## src/rtl/add_seq.sv

```systemverilog
// add_seq: multi-cycle adder/subtractor. One CHUNK-bit ripple slice is reused
// over NCHUNK cycles, LSB chunk first, with the carry held in a register.
// Results and ALU flags (carry/borrow, signed overflow, zero, negative) are
// presented with a valid/ready handshake and stay put until the next result.
module add_seq #(
    parameter int WIDTH = 16,
    parameter int CHUNK = 4
) (
    input  logic             clk,
    input  logic             rst_n,
    input  logic             in_valid,
    output logic             in_ready,
    input  logic [WIDTH-1:0] a,
    input  logic [WIDTH-1:0] b,
    input  logic             sub,
    input  logic             cin,
    output logic             out_valid,
    input  logic             out_ready,
    output logic [WIDTH-1:0] out,
    output logic             cout,
    output logic             ovf,
    output logic             zr,
    output logic             ng,
    output logic [1:0]       dbg_state
);

    localparam int NCHUNK = WIDTH / CHUNK;
    localparam int KW     = (NCHUNK > 1) ? $clog2(NCHUNK) : 1;

    generate
        if ((CHUNK < 1) || ((WIDTH % CHUNK) != 0)) begin : g_bad_chunk
            $error("add_seq: WIDTH must be a non-zero multiple of CHUNK");
        end
    endgenerate

    // Handshakes: a transfer happens on a rising edge where valid && ready.
    // in_ready is high only in IDLE (and never while rst_n is low); out_valid
    // is high only in DONE. Once raised, out_valid and the result stay stable
    // until out_ready is seen, and in_valid is ignored outside IDLE.

    typedef enum logic [1:0] {
        S_IDLE = 2'd0,
        S_RUN  = 2'd1,
        S_DONE = 2'd2
    } state_t;

    state_t           r_state;
    logic [KW-1:0]    r_k;
    logic             r_carry;
    logic [WIDTH-1:0] r_a;
    logic [WIDTH-1:0] r_b;      // already inverted for subtract
    logic             r_sub;
    logic [WIDTH-1:0] r_res;    // shadow result, filled chunk by chunk
    logic [WIDTH-1:0] r_out;
    logic             r_cout;
    logic             r_ovf;
    logic             r_zr;
    logic             r_ng;

    logic [CHUNK-1:0] w_a_chunk;
    logic [CHUNK-1:0] w_b_chunk;
    logic [CHUNK:0]   w_sum;
    logic             w_cmsb;
    logic [WIDTH-1:0] w_res_next;

    // Shared ripple slice on the current chunk, plus the shadow result with
    // this chunk merged in.
    always_comb begin
        w_a_chunk  = r_a[r_k*CHUNK +: CHUNK];
        w_b_chunk  = r_b[r_k*CHUNK +: CHUNK];
        w_sum      = {1'b0, w_a_chunk} + {1'b0, w_b_chunk} + {{CHUNK{1'b0}}, r_carry};
        // Carry into the top bit of the slice, recovered from its sum bit.
        w_cmsb     = w_sum[CHUNK-1] ^ w_a_chunk[CHUNK-1] ^ w_b_chunk[CHUNK-1];
        w_res_next = r_res;
        w_res_next[r_k*CHUNK +: CHUNK] = w_sum[CHUNK-1:0];
    end

    // Control FSM and datapath registers; visible outputs load only on entry to DONE.
    always_ff @(posedge clk) begin
        if (!rst_n) begin
            r_state <= S_IDLE;
            r_k     <= '0;
            r_carry <= 1'b0;
            r_a     <= '0;
            r_b     <= '0;
            r_sub   <= 1'b0;
            r_res   <= '0;
            r_out   <= '0;
            r_cout  <= 1'b0;
            r_ovf   <= 1'b0;
            r_zr    <= 1'b0;
            r_ng    <= 1'b0;
        end else begin
            unique case (r_state)
                S_IDLE: begin
                    if (in_valid && in_ready) begin
                        r_a     <= a;
                        r_b     <= sub ? ~b : b;
                        r_sub   <= sub;
                        r_carry <= sub ? ~cin : cin;
                        r_k     <= '0;
                        r_state <= S_RUN;
                    end
                end
                S_RUN: begin
                    r_res   <= w_res_next;
                    r_carry <= w_sum[CHUNK];
                    r_k     <= r_k + 1'b1;
                    if (r_k == KW'(NCHUNK - 1)) begin
                        r_out   <= w_res_next;
                        r_cout  <= r_sub ^ w_sum[CHUNK];
                        r_ovf   <= w_cmsb ^ w_sum[CHUNK];
                        r_zr    <= (w_res_next == '0);
                        r_ng    <= w_res_next[WIDTH-1];
                        r_state <= S_DONE;
                    end
                end
                S_DONE: begin
                    if (out_ready) begin
                        r_state <= S_IDLE;
                    end
                end
                default: r_state <= S_IDLE;
            endcase
        end
    end

    assign in_ready  = rst_n && (r_state == S_IDLE);
    assign out_valid = (r_state == S_DONE);
    assign out       = r_out;
    assign cout      = r_cout;
    assign ovf       = r_ovf;
    assign zr        = r_zr;
    assign ng        = r_ng;
    assign dbg_state = r_state;

endmodule

```

## config.mk

```make
export PLATFORM = sky130hd
export DESIGN_NAME = add_seq
export DESIGN_NICKNAME = d
export VERILOG_FILES = /design/src/rtl/add_seq.sv
export SDC_FILE = /design/constraint.sdc
export NUM_CORES = 1
export LEC_CHECK = 0
export ABC_AREA = 1
export CORE_MARGIN = 2
export CORE_UTILIZATION = 48
export DETAILED_ROUTE_END_ITERATION = 16
export GPL_ROUTABILITY_DRIVEN = 0
export GPL_TIMING_DRIVEN = 0
export PLACE_DENSITY = 0.86
export REMOVE_ABC_BUFFERS = 1
export SYNTH_ARGS = -nofsm -noshare
export SYNTH_HDL_FRONTEND = slang
export SYNTH_SLANG_ARGS = --single-unit
export TNS_END_PERCENT = 100
```

## constraint.sdc

```tcl
create_clock -name clk -period 2.7 [get_ports clk]
set_clock_uncertainty 0.05 [all_clocks]
set_input_delay 0.675 -clock clk [delete_from_list [all_inputs] [get_ports clk]]
set_output_delay 0.675 -clock clk [all_outputs]
set_load 0.03 [all_outputs]
```

Yosys cells after proc, flatten, opt, wreduce, memory -nomap -nowiden
Index checks and enable logic that the tools add are counted.

Flip-flop bits (word level): 74. Input bits: 38. Output and inout bits: 24.

$add $sub $neg: 4. Eq/ne operators: 6. Shift operators: 4. Muxes and demuxes: 11. Bitwise gates (word level): 6. Reductions and logical operators: 9.

Operator list (number): negation 4 -> 34 bit (1); variable shift 4 x 34 -> 16 bit, first input constant (1); variable part select 4 x 34 -> 16 bit (1); variable part select 16 x 5 -> 4 bit (2); bitwise mux 16 bit (1); logical NOT 16 bit (1); two-way mux 16 bit (1); NOT 16 bit (1); two-way mux 2 bit (4); case mux 2 bit (3 select lines) (1); AND reduction 2 bit (3); adder 4 x 4 -> 5 bit (1); adder 5 x 1 -> 5 bit (1); == test 2 bit, second input constant (2); != test 2 bit, second input constant (2); case mux 2 bit (2 select lines) (1); XOR 1 bit (4); AND reduction 3 bit (1); adder 2 x 1 -> 2 bit, second input constant (1); == test 2 x 1 -> 1 bit, second input constant (1); logical AND 1 bit (2); logical NOT 2 bit (1); two-way mux 1 bit (2); != test 2 x 1 -> 1 bit, second input constant (1); 3 further kinds (3).

Logic depth before layout (Yosys ltp)
Depth after elaboration: 6. Depth in mapped cells: 19.

Least setup slack after synthesis
No wires, ideal clock.

Kind: reg2reg. Start point: register r_k[0]. End point: register r_zr, in the netlist zr. Library setup time: 0.132 ns. Data arrival time: 2.740 ns. Required time: 2.518 ns. Path slack: -0.222 ns. Stages on the path, launching flop included: 19. Buffers on the path: 2. Period minus slack after synthesis: 2.922 ns. Cells stage by stage: dfxtp_1 -> buf_4 -> clkinv_1 -> clkbuf_1 -> o21ai_0 -> o22ai_1 -> fa_1 -> inv_1 -> fa_1 -> nor2_1 -> nand3_1 -> nand2_1 -> nor2_1 -> nand2_1 -> nor2_1 -> nand2_1 -> nor2_1 -> nand3_1 -> a21oi_1.

Cells in the longest elaborated chain, start to end: 6. Elaborated cells between the ends (all ways): 11. Those cells by class: 3 x add/sub; 1 x eq/ne; 4 x shift; 1 x mux; 2 x reduce/logical.

RTL lines: from (decl) (line 48) `logic [KW-1:0] r_k;`; from (signal assigned) (line 108) `r_k <= r_k + 1'b1;`; variable part select 16 x 5 -> 4 bit, on equally long branches (line 69, 70); adder 4 x 4 -> 5 bit (line 71) `w_sum = {1'b0, w_a_chunk} + {1'b0, w_b_chunk} + {{CHUNK{1'b0}}, r_carry};`; adder 5 x 1 -> 5 bit (line 71); variable part select 4 x 34 -> 16 bit (line 75) `w_res_next[r_k*CHUNK +: CHUNK] = w_sum[CHUNK-1:0];`; bitwise mux 16 bit (line 75); logical NOT 16 bit (line 113) `r_zr <= (w_res_next == '0);`; to (signal assigned) (line 113); to (decl) (line 57) `logic r_zr;`.

Several ways; a longest one is shown, not always the timed one. A chain may end at the register's enable or synchronous reset.

Final worst setup path
Start point: register r_k[1]. End point: register r_zr, in the netlist zr.

The elaborated chain is that of the path after synthesis.

==> results list <==
* Result of the run: finished, violations left
- Violated checks: setup timing
* Number of distinct library cells after synthesis: 31
- Total area of sequential cells: 0.001469 mm²
- The worst path in the final design needs a cycle of 2.748 ns, including I/O delays and setup.
- Die H: 91.08 µm
- In the post-route analysis, the smallest setup slack over all paths is -0.04836 ns.
* Total Die Area: 0.008296 mm²
- For this design the ratio of total power to cell area is 566.8 mW/mm².
- Core area: 0.007292 mm²
- Post-synthesis sequential area ratio: 40.15%
- Final setup vio count: 1
- 0 antenna diodes ended up in the layout.
- Number of fill cells in the layout: 657
- Entering global routing, the biggest net connects 58 pins.
* First-pass DRT Iterations: 5
- Actual slew at the worst max-slew pin: 0.9379 ns
* Met3 layer usage reported by global route: 3.320%
* Final-layout setup total negative slack: -0.04836 ns
* Summed instance area of the synthesized netlist: 0.003640 mm²
- HPWL Detailed: 5.510 mm
* Sink Count: 73
- In this run the remaining antenna-violating nets after routing total 0.
- Cells with a size suffix above 1 make up 11.23% of the layout.
- Highest-count cells in the layout ignoring fill and taps: 91 x sky130_fd_sc_hd__nand2_1, 71 x sky130_fd_sc_hd__dfxtp_1, 65 x sky130_fd_sc_hd__inv_1, 59 x sky130_fd_sc_hd__clkdlybuf4s50_1
- The number of clock buffers added by TritonCTS is 9.
- Horiz. Die Dim: 91.08 µm
- Reported leakage power: 2.140 nW
* Final routed DRC violation total: 0
- GRT busiest layer: met2
- Startpoint kind of the worst setup timing path: flip-flop
* Initial Utilization: 49.91%
- Measured in cells, the most critical reg-to-reg path has a length of 15.
* Ys Warns: 0
* Endpoints failing hold: 0
- Across all layers, the routed design uses 3,536 vias.
- STA classifies the critical path endpoint as a flip-flop.
* H-tree levels: 3
- Crit path required time: 2.92 ns
- Global routing used 21.27% of the available tracks across all layers.
- Synthesis produced a netlist whose cell count is 513.
- Number of storage elements in the synthesis netlist: 73
* CTS clk-pin slew, worst paths: 0.07 ns
* # IOs: 62
- Wire length of the first global-routing pass: 14.40 mm
- After synthesis, the mean cell area works out to 7.095 µm².
- Worst hold path cell count: 2
* Multi-input gate area in the final layout: 0.001852 mm²
- Dividing the detail-routed via count by the number of cells gives 5.215.
* Met1 routing resource usage after global routing: 24.20%
* Type of the setup path with the least slack: reg2reg
- Cells fill 63.98% of the core in the end.
- Buffers from clock root to sink, at most: 2
* Initial antenna violation count: 0
* Average wire per cell in the routed design: 13.15 µm
* Type of the worst min-delay path: reg2reg
- RSZ-0062 raised after global routing: yes
- The routed design has 8.917 mm of wire.
- Relative to the synthesized area, the layout overhead comes to 28.19%.
- TritonCTS built the clock tree.
* # rows: 31
- Dividing the final minimum period by the clock period gives 101.8%.
- In the final design database the tool counted 626 nets.
- Peak Freq: 363.9 MHz
* Root Driver: sky130_fd_sc_hd__clkbuf_8
- Buffers added on ports: 61
- Initial drt markers: 251
- Across the run, the number of max-cap violations was 0.
* Arrival time of the worst setup path: 2.97 ns
- Total congestion overflow after global routing: 0
- VDD sags by at most 0.3041 mV.
* Clock Latency Late Sink: 0.35 ns
- Routing usage on met2: 38.83%
- Pins Over Slew Limit: 0
- Maximum fanout along the worst path: 5
- Number of global-route vias before repair: 3,317
- In this run the tightest slew margin relative to its limit is 37.25%.
* Most common cell after layout, fill and taps aside: sky130_fd_sc_hd__nand2_1
-- routing by layer --
layer | wire [µm] | vias up
met5 | 0 | -
met4 | 288 | 0
met3 | 523 | 31
met2 | 4506 | 134
met1 | 3600 | 1599
li1 | - | 1772
-- where the power goes --
part	leakage (nW)	switching (W)	internal, W
registers	0.599	0.0000487	0.00116
clock network	0.0782	0.000378	0.000343
logic	1.46	0.000428	0.000290
total	2.14	0.000855	0.00179
-- cells in the mapped netlist --
cell type	count	area, µm²
sky130_fd_sc_hd__buf_4	2	15.01
sky130_fd_sc_hd__nand4_1	5	31.28
sky130_fd_sc_hd__buf_1	5	18.77
sky130_fd_sc_hd__a21oi_1	14	70.07
sky130_fd_sc_hd__fa_1	2	40.04
sky130_fd_sc_hd__xnor2_1	18	157.7
sky130_fd_sc_hd__o21ai_0	57	285.3
sky130_fd_sc_hd__o21bai_1	7	52.55
sky130_fd_sc_hd__a211oi_1	1	7.510
sky130_fd_sc_hd__or2_2	1	6.260
sky130_fd_sc_hd__clkinv_1	1	3.750
sky130_fd_sc_hd__o211ai_1	6	45.04
sky130_fd_sc_hd__ha_1	9	112.6
sky130_fd_sc_hd__inv_1	69	259.0
sky130_fd_sc_hd__nand2_1	95	356.6
sky130_fd_sc_hd__clkbuf_1	10	37.54
sky130_fd_sc_hd__nand3_1	52	260.3
sky130_fd_sc_hd__nor3_1	1	5.000
sky130_fd_sc_hd__o21a_1	4	30.03
sky130_fd_sc_hd__nor2_1	50	187.7
sky130_fd_sc_hd__o31ai_1	1	7.510
sky130_fd_sc_hd__buf_2	12	60.06
sky130_fd_sc_hd__xor2_1	1	8.760
sky130_fd_sc_hd__inv_2	3	11.26
sky130_fd_sc_hd__a31oi_1	2	12.51
sky130_fd_sc_hd__dfxtp_1	73	1461
sky130_fd_sc_hd__o22ai_1	6	37.54
sky130_fd_sc_hd__a32oi_1	2	17.52
sky130_fd_sc_hd__nor2_4	2	22.52
sky130_fd_sc_hd__o221ai_1	1	8.760
sky130_fd_sc_hd__nor3_2	1	10.01
-- worst max-delay path, stage by stage (launching register included) --
cell	delay, ns
sky130_fd_sc_hd__dfxtp_4	0.40
sky130_fd_sc_hd__clkinvlp_4	0.16
sky130_fd_sc_hd__buf_4	0.19
sky130_fd_sc_hd__a32oi_2	0.22
sky130_fd_sc_hd__inv_1	0.10
sky130_fd_sc_hd__fa_2	0.62
sky130_fd_sc_hd__nor2_4	0.05
sky130_fd_sc_hd__nand3_2	0.10
sky130_fd_sc_hd__nand2_2	0.06
sky130_fd_sc_hd__nor2_2	0.10
sky130_fd_sc_hd__nand2_1	0.05
sky130_fd_sc_hd__nor2_1	0.12
sky130_fd_sc_hd__nand2_1	0.08
sky130_fd_sc_hd__nor2_1	0.10
sky130_fd_sc_hd__nand3_1	0.10
sky130_fd_sc_hd__a21oi_2	0.15
-- state kept, by name, indices dropped and copies added (netlist names) --
name,cells
cout,1
zr,1
r_a,16
r_sub,1
r_k,2
out,16
r_res,16
ovf,1
dbg_state,2
r_carry,1
r_b,16
-- logic make-up after synthesis --
kind of cell | after synthesis | synth area share, %
compound gates | 101 | 15.78
xor+xnor | 19 | 4.572
fa+ha+maj | 11 | 4.194
buf+inv | 102 | 11.14
flops | 73 | 40.15
simple gates | 207 | 24.17
-- metrics by stage --
step	setup WS (ns)	cell area, µm²	hold WS [ns]	total power [W]	std cells
after global routing	-0.2649	4666	0.4340	0.002767	678
final	-0.04836	4666	0.4111	0.002644	678
after detailed placement	-1.709	4240	0.4077	0.001835	644
after CTS	-0.08256	4528	0.4147	0.002570	670
after global placement	-2.860	4243	0.3963	0.001809	644
after floorplan	-0.7532	3508	0.3797	0.001630	484
-- timing repair --
action | CTS | global route
buffers inserted | 12 | 8
gates resized for setup | 14 | 26
pin swaps | 0 | 13
hold buffers | 0 | 0
cloned | 1 | 0
endpoints found under the setup margin | 73 | 18
-- worst paths after layout --
path / start / endpoint / slack [ns]
setup / recovery: r_k[1]$_SDFFE_PN0P_ / zr$_SDFFE_PN0P_ / -0.05
hold reg to reg: r_a[1]$_SDFFE_PN0P_ / r_a[1]$_SDFFE_PN0P_ / 0.41
hold / removal: r_a[1]$_SDFFE_PN0P_ / r_a[1]$_SDFFE_PN0P_ / 0.41
setup reg to reg: r_k[1]$_SDFFE_PN0P_ / zr$_SDFFE_PN0P_ / -0.05
-- final cells by class --
type / instances / share of cell area, %
Clock buffer: 12 / 3.111
Clock inverter: 1 / 0.1073
Timing Repair inverter: 1 / 0.1073
Sequential cell: 73 / 31.48
Inverter: 73 / 6.382
Multi-Input combinational cell: 338 / 39.69
Tap cell: 99 / 2.655
Timing Repair Buffer: 81 / 16.47
(Power assumes the default switching activity.)
